==> src/rtl/uart_image_receiver.sv <==
// UART 8N1 receiver that packs 9-byte groups into three 24-bit words
// and drives the shared write port of the input line memories.
module uart_image_receiver #(
  parameter int CLKS_PER_BIT = 868,
  parameter int NUM_WORDS    = 16384
) (
  input  logic        clk,
  input  logic        rst,
  input  logic        rx,
  output logic [15:0] address,
  output logic [23:0] din1,
  output logic [23:0] din2,
  output logic [23:0] din3,
  output logic        wr_en,
  output logic        transfer_done,
  output logic        frame_error,
  output logic        busy
);

  localparam int CW = $clog2(CLKS_PER_BIT + 1);
  localparam logic [CW-1:0] HALF = CW'(CLKS_PER_BIT / 2 - 1);
  localparam logic [CW-1:0] FULL = CW'(CLKS_PER_BIT - 1);
  localparam logic [15:0] LAST = 16'(NUM_WORDS - 1);

  typedef enum logic [1:0] {
    IDLE,
    START,
    DATA,
    STOP
  } state_t;

  state_t        state, state_n;
  logic [CW-1:0] cnt, cnt_n;
  logic [2:0]    bit_idx, bit_n;
  logic [7:0]    shreg, sh_n;
  logic [3:0]    k;
  logic          rx_m, rx_s, rx_d;
  logic          byte_ok, ferr;

  // rx_d is one cycle behind rx_s for falling-edge detection
  always_ff @(posedge clk or posedge rst) begin
    if (rst) begin
      rx_m <= 1'b1;
      rx_s <= 1'b1;
      rx_d <= 1'b1;
    end else begin
      rx_m <= rx;
      rx_s <= rx_m;
      rx_d <= rx_s;
    end
  end

  always_ff @(posedge clk or posedge rst) begin
    if (rst) begin
      state   <= IDLE;
      cnt     <= '0;
      bit_idx <= '0;
      shreg   <= '0;
    end else begin
      state   <= state_n;
      cnt     <= cnt_n;
      bit_idx <= bit_n;
      shreg   <= sh_n;
    end
  end

  always_comb begin
    state_n = state;
    cnt_n   = cnt + 1'b1;
    bit_n   = bit_idx;
    sh_n    = shreg;
    byte_ok = 1'b0;
    ferr    = 1'b0;
    unique case (state)
      IDLE: begin
        cnt_n = '0;
        bit_n = '0;
        if (!transfer_done && rx_d && !rx_s)
          state_n = START;
      end
      START: begin
        if (cnt == HALF) begin
          cnt_n   = '0;
          state_n = rx_s ? IDLE : DATA;
        end
      end
      DATA: begin
        if (cnt == FULL) begin
          cnt_n = '0;
          sh_n  = {rx_s, shreg[7:1]};
          bit_n = bit_idx + 1'b1;
          if (bit_idx == 3'd7)
            state_n = STOP;
        end
      end
      STOP: begin
        if (cnt == FULL) begin
          cnt_n   = '0;
          state_n = IDLE;
          byte_ok = rx_s;
          ferr    = !rx_s;
        end
      end
      default: state_n = IDLE;
    endcase
  end

  assign busy = (state != IDLE);

  always_ff @(posedge clk or posedge rst) begin
    if (rst) begin
      address       <= '0;
      din1          <= '0;
      din2          <= '0;
      din3          <= '0;
      wr_en         <= 1'b0;
      transfer_done <= 1'b0;
      frame_error   <= 1'b0;
      k             <= '0;
    end else begin
      frame_error <= ferr;
      wr_en       <= 1'b0;
      if (byte_ok && !transfer_done) begin
        unique case (k)
          4'd0: din1[23:16] <= shreg;
          4'd1: din1[15:8]  <= shreg;
          4'd2: din1[7:0]   <= shreg;
          4'd3: din2[23:16] <= shreg;
          4'd4: din2[15:8]  <= shreg;
          4'd5: din2[7:0]   <= shreg;
          4'd6: din3[23:16] <= shreg;
          4'd7: din3[15:8]  <= shreg;
          default: din3[7:0] <= shreg;
        endcase
        if (k == 4'd8) begin
          k     <= '0;
          wr_en <= 1'b1;
        end else begin
          k <= k + 1'b1;
        end
      end
      // address advances after the write; the last word latches done
      if (wr_en) begin
        if (address == LAST)
          transfer_done <= 1'b1;
        else
          address <= address + 1'b1;
      end
    end
  end

endmodule
==> config.mk <==
export PLATFORM = sky130hd
export DESIGN_NAME = uart_image_receiver
export DESIGN_NICKNAME = d
export VERILOG_FILES = /design/src/rtl/uart_image_receiver.sv
export SDC_FILE = /design/constraint.sdc
export NUM_CORES = 1
export LEC_CHECK = 0
export CAP_MARGIN = 20
export CORE_UTILIZATION = 30
export CTS_CLUSTER_DIAMETER = 30
export DETAILED_ROUTE_END_ITERATION = 12
export PLACE_DENSITY = 0.53
export SLEW_MARGIN = 30
export SYNTH_ARGS = -nofsm -noshare
export SYNTH_HDL_FRONTEND = slang
export SYNTH_SLANG_ARGS = --single-unit
==> constraint.sdc <==
create_clock -name clk -period 14.52 [get_ports clk]
set_input_delay 4.356 -clock clk [delete_from_list [all_inputs] [get_ports clk]]
set_output_delay 4.356 -clock clk [all_outputs]
set_load 0.1 [all_outputs]
==> summary.txt <==
Status
  • Outcome: finished clean

Cells and area
  • ANT cells: 0
  • Area Overhead vs Synth: 32.1%
  • FF/Latch Area: 3030 µm²
  • Area of the multi-input gates: slightly above 2000 µm²
  • Fin util: between 40% and 50%
  • Fin nets: 494
  • Fraction of layout instances using a drive strength above 1: around a quarter
  • Fillcell total: 1607

Clock tree
  • CTS root buf: clkbuf_16
  • H-tree depth: 4
  • Sink Count: about 120
  • Reg clk slew, reported paths: 0.05 ns
  • Post-CTS Hold Buffers: 0
  • Clk_lat worst skew: ~0.40 ns
  • CTS tree: done
  • Cts bufs inserted: 17
  • Post-CTS Setup Inserts: 0
  • Clk buf depth: 2
  • Resized Gates After CTS: 0

Route
  • Routed Antenna Nets: 0
  • Via/cell ratio: about 4.7
  • Iteration-0 DRC Markers: 149
  • Routed WL: 11.7 mm
  • Via count: about 3400
  • Drt pass-1 iters: 4
  • Number of remaining DRC errors: 0
  • DR WL/cell: approximately 16 µm

Flow run
  • Max_cap viols: 0

Yosys
  • Most common cell in the netlist: dfrtp_1
  • Area contributors post-synth: dfrtp_1 (56%), mux2_2 (15%), mux2_4 (2.3%)
  • Average size of a mapped cell: ~14 µm²
  • Yosys warnings: 0
  • Post-synth cell types: 55
  • Cell taking the most area after synthesis: dfrtp_1
  • Synthesized instance count: 386
  • EDFF count, synth: 0
  • Net count after synthesis: a little under 400
  • Post-synthesis sequential area ratio: about 58%
  • Top post-synthesis cells by count: dfrtp_1 (118), mux2_2 (72), nand3_1 (22), nor2_1 (19), nand2_1 (16)
  • Share of the synthesized area in the top cell type: 56.0%
  • Synth Flop Type: dfrtp_1
  • Yosys reg bits: around 120
  • Netlist Area Pre-Place: around 5300 µm²
  • Async set-reset flop share out of synthesis: 100%

Timing
  • Final Hold Vio Count: 0
  • Final worst slack: approximately 8 ns
  • Worst slew pin tran: ~1 ns
  • Clock skew: 0.00537 ns
  • Slew Limit Fails: 0
  • Max Freq: between 0.1 and 0.15 GHz
  • Finish-stage setup viols: 0
  • Min Tclk post-route: about 6.7 ns
  • Fin Setup TNS: 0 ns
  • Fin crit share: a little under half
  • RSZ-0062 raised after global routing: false
  • Slew headroom: 32.2%

Die
  • Core area: roughly 17000 µm²
  • Initial Utilization: between 30% and 40%
  • I/O pin total: between 90 and 100
  • Die area: ~18000 µm²
  • Die height: 135 µm
  • Die W: 135 µm
  • # rows: 48

Worst hold path
  • Min-delay worst type: register to register

Placement
  • Port bufs: 94
  • Post-Place Worst Slack: between 8 and 9 ns
  • GPL Wtd Cong: just under 0.8
  • Final HPWL DP: just under 8 mm

Worst setup path
  • Crit path launch type: register
  • Setup CP Type: register to output pin
  • Crit path DAT: about 2.3 ns
  • Max stage delay on crit path: between 1 and 1.5 ns
  • Flop2flop setup slack: 12.01 ns
  • Crit Path Max Fanout: 11
  • Critical-path top delay cell: clkdlybuf4s50_1
  • Cell chain of the critical path: inv_1, nand2_1, clkdlybuf4s50_1
  • CP required: approximately 10 ns
  • Crit. End Element: output pin

GRT
  • Initial antenna violation count: 0
  • First-pass GRT wire length: between 15 and 20 mm
  • Remaining global-route overflow: 0
  • GRT Util Overall: between 10% and 20%
  • Largest net degree at the start of global routing: between 60 and 70
  • Vias in the first global route: ~3400

Power
  • VDD IR max: approximately 0.000084 V
  • Leakage: 3.24 nW
  • PwrDens: roughly 120 nW/µm²
[registers in the layout, summed over array words and instances (netlist names), 3 cells and up, named ones only]
register	count
address	16
din2	24
shreg	8
bit_idx	3
din3	24
cnt	10
din1	24
k	4
[placed cells by master, fill, tap and decap left out, types with 2 or more instances in the layout]
cell type        netlist  routed
dfrtp_1              118     118
clkdlybuf4s50_1        0      94
mux2_2                72      72
nand3_1               22      22
nor2_1                19      19
clkbuf_16              0      17
nand2_1               16      16
xnor2_1               12      12
ha_1                   9       9
mux2_4                 8       8
nand4_1                7       7
nor3_1                 7       7
o21ai_0                7       7
xor2_1                 6       6
inv_1                  7       6
and3_1                 6       6
a21oi_1                5       5
nand3_2                4       4
clkbuf_1               8       4
clkinv_2               0       4
nor4_1                 3       3
nor3b_1                3       3
mux2_1                 3       3
clkbuf_8               1       3
bufinv_16              0       3
dfstp_2                3       3
nand3b_1               2       2
o21a_1                 2       2
nand3_4                2       2
buf_4                  2       2
[metrics by stage]
step | total power, mW | area (µm²) | hold WS [ns] | std cells
5_1_grt | 0.859 | 6960 | 0.362 | 720
3_3_place_gp | 0.406 | 6360 | 0.348 | 688
2_1_floorplan | 0.397 | 5270 | 0.345 | 386
3_5_place_dp | 0.407 | 6360 | 0.349 | 688
6_report | 0.824 | 6960 | 0.354 | 720
4_1_cts | 0.838 | 6960 | 0.356 | 720
[worst max-delay path, delay by kind of cell, from the launching register on]
family        cells  cell delay (ns)
buf+inv           2             1.31
flops             1             0.53
simple gates      1             0.10
[per-layer routing]
layer / vias to the layer above / global-route usage, % / share of wire (%)
met3: 6 / 4.65 / 4.8
met1: 1720 / 18.1 / 47
li1: 1573 / - / -
met4: 0 / 5.06 / 0.78
met5: - / 0 / 0
met2: 76 / 21.2 / 48
[power by group]
part           internal (mW)  switching, mW  leakage [nW]
logic                 0.0160         0.0204          1.28
registers              0.348         0.0159          1.66
clock network          0.282          0.141         0.294
total                  0.647          0.177          3.24
[worst paths after layout]
path / startpoint / depth (start not counted) / to
worst max-delay path: register / 3 / busy
worst min-delay path: rx_m$_DFF_PP1_ / 0 / rx_s$_DFF_PP1_
worst max register to register: cnt[0]$_DFF_PP0_ / 6 / din2[16]$_DFFE_PP0P_
worst min register to register: rx_m$_DFF_PP1_ / 0 / rx_s$_DFF_PP1_
max in group asynchronous: rst / 3 / din3[6]$_DFFE_PP0P_
min in group asynchronous: rst / 2 / address[11]$_DFFE_PP0P_
[cells by family after synthesis]
| logic type | Yosys count | share of synthesized area (%) |
|---|---|---|
| flip-flops | 121 | 57.5 |
| XOR/XNOR | 18 | 2.99 |
| AND/OR/NAND/NOR | 105 | 12.6 |
| AO/OA/AOI/OAI | 23 | 2.92 |
| adder cells (fa/ha/maj) | 9 | 2.14 |
| multiplexers | 84 | 18.5 |
| buffers and inverters | 26 | 3.35 |
[area by class of cell]
class / instances / area share [%]
flip-flops and latches: 121 / 43.6
multi-input cells: 239 / 29.6
repair buffers: 96 / 13.7
clock buffers: 24 / 6.92
well taps: 225 / 4.05
clock inverters: 8 / 1.69
inverters: 7 / 0.414
Power figures use the tool's default switching activity.
